--- src/rtl/game_round_ctrl.sv ---
// Round sequencer for the two-player Morse game: latches player1's code, runs player2's guess window, keeps scores, declares a winner.
// Latency: every input sample takes effect on the next rising edge; all outputs are registered.
// Backpressure: none; start is honoured only in IDLE/GAME_OVER, p1_done only in P1_ENTRY. Optional countdown: GAME_TIMER_EN.
module game_round_ctrl #(
    parameter int MAX_ATTEMPTS = 3,
    parameter int ROUND_TIME   = 30,
    parameter int NUM_ROUNDS   = 4
) (
    input  logic       clock,
    input  logic       resetn,
    input  logic       start,
    input  logic       p1_done,
    input  logic [9:0] p1_value,
    input  logic       p2_complete,
    input  logic [1:0] p2_correct,
    input  logic       tick,
    output logic       p2_next,
    output logic       p1_enable,
    output logic [9:0] code_q,
    output logic [2:0] attempts_left,
    output logic [5:0] timer,
    output logic [3:0] score_p1,
    output logic [3:0] score_p2,
    output logic [2:0] round_num,
    output logic [2:0] state,
    output logic       game_over,
    output logic [1:0] winner
);

    typedef enum logic [2:0] {
        IDLE       = 3'd0,
        P1_ENTRY   = 3'd1,
        P2_GUESS   = 3'd2,
        ROUND_WIN  = 3'd3,
        ROUND_LOSE = 3'd4,
        GAME_OVER  = 3'd5
    } state_t;

    localparam logic [2:0] MAX_L = 3'(MAX_ATTEMPTS);
    localparam logic [2:0] NR_L  = 3'(NUM_ROUNDS);
`ifdef GAME_TIMER_EN
    localparam logic [5:0] TLOAD = 6'(ROUND_TIME);
`else
    // Without the countdown the timer is held at zero and tick has no effect.
    localparam logic [5:0] TLOAD = 6'd0;
    logic unused_tick;
    assign unused_tick = tick;
`endif

    state_t     state_q, state_d;
    logic [9:0] code_lat_q, code_lat_d;
    logic [2:0] att_q, att_d;
    logic [5:0] timer_q, timer_d;
    logic [3:0] sc1_q, sc1_d, sc2_q, sc2_d;
    logic [2:0] round_q, round_d;
    logic       p2_next_q, p2_next_d;
    logic       p1_en_q, p1_en_d;
    logic       over_q, over_d;
    logic [1:0] winner_q, winner_d;
    logic       lose;

    // Next-state, datapath and output decode; outputs are computed from the next state so they register in step with it.
    always_comb begin
        state_d    = state_q;
        code_lat_d = code_lat_q;
        att_d      = att_q;
        timer_d    = timer_q;
        sc1_d      = sc1_q;
        sc2_d      = sc2_q;
        round_d    = round_q;
        lose       = 1'b0;

        case (state_q)
            IDLE, GAME_OVER: begin
                if (start) begin
                    state_d = P1_ENTRY;
                    round_d = 3'd1;
                    sc1_d   = 4'd0;
                    sc2_d   = 4'd0;
                end
            end
            P1_ENTRY: begin
                // An all-zero code is not a valid commit.
                if (p1_done && (p1_value != 10'd0)) begin
                    code_lat_d = p1_value;
                    att_d      = MAX_L;
                    timer_d    = TLOAD;
                    state_d    = P2_GUESS;
                end
            end
            P2_GUESS: begin
                if (p2_complete) begin
                    // A full match wins even if a wrong symbol arrives in the same cycle.
                    state_d = ROUND_WIN;
                end else begin
                    if (p2_correct == 2'b10) begin
                        att_d = att_q - 3'd1;
                        if (att_q == 3'd1) lose = 1'b1;
                    end
`ifdef GAME_TIMER_EN
                    if (tick) begin
                        timer_d = timer_q - 6'd1;
                        if (timer_q == 6'd1) lose = 1'b1;
                    end
`endif
                    if (lose) state_d = ROUND_LOSE;
                end
            end
            ROUND_WIN, ROUND_LOSE: begin
                if (state_q == ROUND_WIN) begin
                    sc2_d = (sc2_q == 4'd15) ? sc2_q : sc2_q + 4'd1;
                end else begin
                    sc1_d = (sc1_q == 4'd15) ? sc1_q : sc1_q + 4'd1;
                end
                if (round_q == NR_L) begin
                    state_d = GAME_OVER;
                end else begin
                    round_d = round_q + 3'd1;
                    state_d = P1_ENTRY;
                end
            end
            default: state_d = IDLE;
        endcase

        p1_en_d   = (state_d == P1_ENTRY);
        p2_next_d = (state_d == P2_GUESS);
        over_d    = (state_d == GAME_OVER);
        winner_d  = 2'b00;
        if (state_d == GAME_OVER) begin
            if (sc1_d > sc2_d)      winner_d = 2'b01;
            else if (sc2_d > sc1_d) winner_d = 2'b10;
            else                    winner_d = 2'b11;
        end
    end

    // State and registered outputs; reset aborts any round without touching scores beyond clearing them.
    always_ff @(posedge clock or negedge resetn) begin
        if (!resetn) begin
            state_q    <= IDLE;
            code_lat_q <= 10'd0;
            att_q      <= 3'd0;
            timer_q    <= 6'd0;
            sc1_q      <= 4'd0;
            sc2_q      <= 4'd0;
            round_q    <= 3'd0;
            p2_next_q  <= 1'b0;
            p1_en_q    <= 1'b0;
            over_q     <= 1'b0;
            winner_q   <= 2'b00;
        end else begin
            state_q    <= state_d;
            code_lat_q <= code_lat_d;
            att_q      <= att_d;
            timer_q    <= timer_d;
            sc1_q      <= sc1_d;
            sc2_q      <= sc2_d;
            round_q    <= round_d;
            p2_next_q  <= p2_next_d;
            p1_en_q    <= p1_en_d;
            over_q     <= over_d;
            winner_q   <= winner_d;
        end
    end

    assign state         = state_q;
    assign code_q        = code_lat_q;
    assign attempts_left = att_q;
    assign timer         = timer_q;
    assign score_p1      = sc1_q;
    assign score_p2      = sc2_q;
    assign round_num     = round_q;
    assign p2_next       = p2_next_q;
    assign p1_enable     = p1_en_q;
    assign game_over     = over_q;
    assign winner        = winner_q;

endmodule

--- config.mk ---
export PLATFORM = sky130hd
export DESIGN_NAME = game_round_ctrl
export DESIGN_NICKNAME = d
export VERILOG_FILES = /design/src/rtl/game_round_ctrl.sv
export SDC_FILE = /design/constraint.sdc
export NUM_CORES = 1
export LEC_CHECK = 0
export ABC_AREA = 1
export BUFFER_PORTS_ARGS = -buffer_cell sky130_fd_sc_hd__buf_2
export CAP_MARGIN = 20
export CORE_MARGIN = 5
export CORE_UTILIZATION = 55
export DETAILED_ROUTE_END_ITERATION = 6
export GPL_TIMING_DRIVEN = 0
export PLACE_DENSITY = 0.91
export SLEW_MARGIN = 20
export SYNTH_ARGS = -nofsm -noshare
export SYNTH_HDL_FRONTEND = slang
export SYNTH_SLANG_ARGS = --single-unit
--- constraint.sdc ---
create_clock -name clock -period 6.1 [get_ports clock]
set_clock_uncertainty 0.2 [all_clocks]
set_input_delay 0.305 -clock clock [delete_from_list [all_inputs] [get_ports clock]]
set_output_delay 0.305 -clock clock [all_outputs]
set_load 0.005 [all_outputs]
==> impl_metrics.json <==
{
  "cp_data_arrival_time_ns": 2.55,
  "ys.flop_type": "dfrtp_1",
  "fin_tns_setup_ns": 0,
  "avgSynthCellArea_um2": 7.66,
  "area_growth_pct": 21.9,
  "fin_crit_sh_pct": 41.3,
  "grt_pass1_vias": 1502,
  "dp_hpwl_um": 3100,
  "cts_tree": "done",
  "leakage_uw": 0.00127,
  "reg2reg_depth": 13,
  "via_per_inst": 4.77,
  "slew_headroom_pct": 53.3,
  "finalMaxSlewViolations": 0,
  "critical_path_class": "reg -> reg",
  "hp-class": "in -> reg",
  "worst_pin_slew_ns": 0.701,
  "synth_cell_types": 26,
  "clockBufferDepth": 2,
  "die_h_um": 67.3,
  "clk_pin_slew_ns": 0.10,
  "report.power.total_uw": 910,
  "powerDensity_mw_per_mm2": 413,
  "clk_latency_ns": 0.33,
  "io_pins": 56,
  "cts_resized": 0,
  "grt_overflow": 0,
  "syn_inst": 236,
  "core_region_area_mm2": 0.00310,
  "synth-edff-count": 0,
  "cts_num_sinks": 32,
  "drv_cap": 0,
  "grt_max_degree": 33,
  "drtAntennaViolNets": 0,
  "dr.pass1.iters": 4,
  "start_util_pct": 58.3,
  "end_kind": "flop",
  "drt_iter0_drc": 88,
  "vdd_drop_max_uv": 299,
  "drt_wl_total_um": 3900,
  "fin_crit_ns": 2.52,
  "yosysWarnings": 0,
  "row_count": 20,
  "nNetsFinal": 326,
  "hold_viol": 0,
  "clock-root-buffer": "clkbuf_4",
  "die_w_um": 67.3,
  "portBuffers": 48,
  "whs_path_depth": 3,
  "vias": 1637,
  "worst_slack_ns": 3.58,
  "cts.htree.levels": 2,
  "gp_congestion": 0.905,
  "crit_required_ns": 6.13,
  "yosysSeqAreaShare_pct": 44.3,
  "grt_usage_pct": 19.6,
  "syn_area_mm2": 0.00181,
  "setup_violations": 0,
  "drive_above_1_share_pct": 23.1,
  "antenna_found_initial": 0,
  "dp_slack_ns": 3.60,
  "async_flop_share_pct": 100,
  "rsz0062_at_grt": "no",
  "worstPathMaxFanout": 10,
  "grt_pass1_wl_um": 6610,
  "outcome": "completed",
  "crit-reg2reg-launch": "state[0]",
  "diodes": 0,
  "worstHoldStart": "p1_value[2]",
  "die_area_mm2": 0.00453,
  "cts_made_buffers": 5,
  "wl_per_cell_um": 11.4,
  "drc": 0,
  "fmax_mhz": 397,
  "setup.worst_path.start": "state[0]",
  "cp-start-kind": "flop",
  "synth_seq_cells": 32
}
-- critical path: stages (launching register included) --
cell and delay (ns):
dfrtp_1 0.46, nor2_1 0.24, nand2_1 0.08, nand2_1 0.10, buf_6 0.15, o21a_4 0.19, o21ai_0 0.10, nand2_1 0.07
nand2_1 0.07, ha_1 0.30, a21oi_1 0.07, o21a_1 0.18, o21ai_0 0.15, inv_1 0.05
-- stage by stage --
stage | hold slack, ns | cell area [um2] | utilization (%) | instances
final | 0.0212 | 2200 | 71.0 | 343
after global placement | 0.188 | 2120 | 68.4 | 333
after detailed placement | 0.185 | 2120 | 68.4 | 333
after global routing | 0.0309 | 2200 | 71.0 | 343
after floorplan | -0.191 | 1830 | - | 241
after CTS | 0.0163 | 2200 | 71.0 | 343
-- flip-flops by register name, summed over array words and instances, names as in the netlist --
| register | count |
|---|---|
| round_num | 3 |
| code_q | 10 |
| game_over | 1 |
| attempts_left | 3 |
| p2_next | 1 |
| score_p2 | 4 |
| score_p1 | 4 |
| state | 3 |
| p1_enable | 1 |
| winner | 2 |
-- cell type report --
type | count | area [um2]
Clock buffer | 7 | 55.1
Clock inverter | 1 | 7.51
Tap cell | 44 | 55.1
Sequential cell | 32 | 801
Timing Repair Buffer | 50 | 260
Buffer | 9 | 65.1
Multi-Input combinational cell | 160 | 811
Inverter | 40 | 150
Fill cell | 262 | 898
-- Yosys cell counts (2+ instances only) --
master | instances | share of area [%]
a21oi_1 | 4 | 1.1
a31oi_1 | 2 | 0.69
buf_4 | 6 | 2.5
dfrtp_1 | 32 | 44
ha_1 | 10 | 6.9
inv_1 | 40 | 8.3
nand2_1 | 67 | 14
nand3_1 | 12 | 3.3
nand4_1 | 2 | 0.69
nor2_1 | 23 | 4.8
o211ai_1 | 2 | 0.83
o21a_1 | 2 | 0.83
o21ai_0 | 19 | 5.3
o21ai_2 | 3 | 1.5
-- placed cells by master (no fill, tap or decap), drive strengths merged --
cell          n
clkinvlp      1
buf          56
nor2         23
a21oi         4
inv          40
conb          6
xnor2         1
nor3          1
xor2          1
o31ai         1
nand4         2
a31oi         2
nand3        13
ha           10
or2           1
o211ai        2
nand2        67
a22oi         1
o21ai        22
clkbuf        8
dlygate4sd3   2
o21a          3
dfrtp        32
-- timing repair --
action | CTS | global route
buffers inserted | 0 | 0
endpoints found under the hold margin | 33 | 0
hold buffers | 2 | 0
-- cell families after synthesis --
logic type	share of synthesized area, %
AO/OA/AOI/OAI	11.8
XOR/XNOR	0.969
adder cells (fa/ha/maj)	6.92
buffers and inverters	11.9
flip-flops	44.3
other	0.207
AND/OR/NAND/NOR	23.9
-- metal layers --
layer	vias up	global-route usage [%]	wire [um]
met4	0	8.10	87
met1	737	23.4	1620
li1	849	-	-
met5	-	0	0
met3	9	4.66	203
met2	42	33.6	1990
-- final timing paths --
path                                    end  slack, ns
max in group asynchronous       score_p2[3]       4.91
worst max-delay path              winner[0]       3.58
worst min-delay path              code_q[2]       0.02
min in group asynchronous       score_p1[0]       0.34
worst max register to register    winner[0]       3.58
worst min register to register    code_q[6]       0.29
-- power breakdown --
| part | internal, uW | total (uW) | switching, uW |
|---|---|---|---|
| logic | 179 | 436 | 257 |
| registers | 283 | 345 | 61.2 |
| clock network | 56.4 | 129 | 72.5 |
| total | 519 | 910 | 390 |
(Power assumes the default switching activity.)
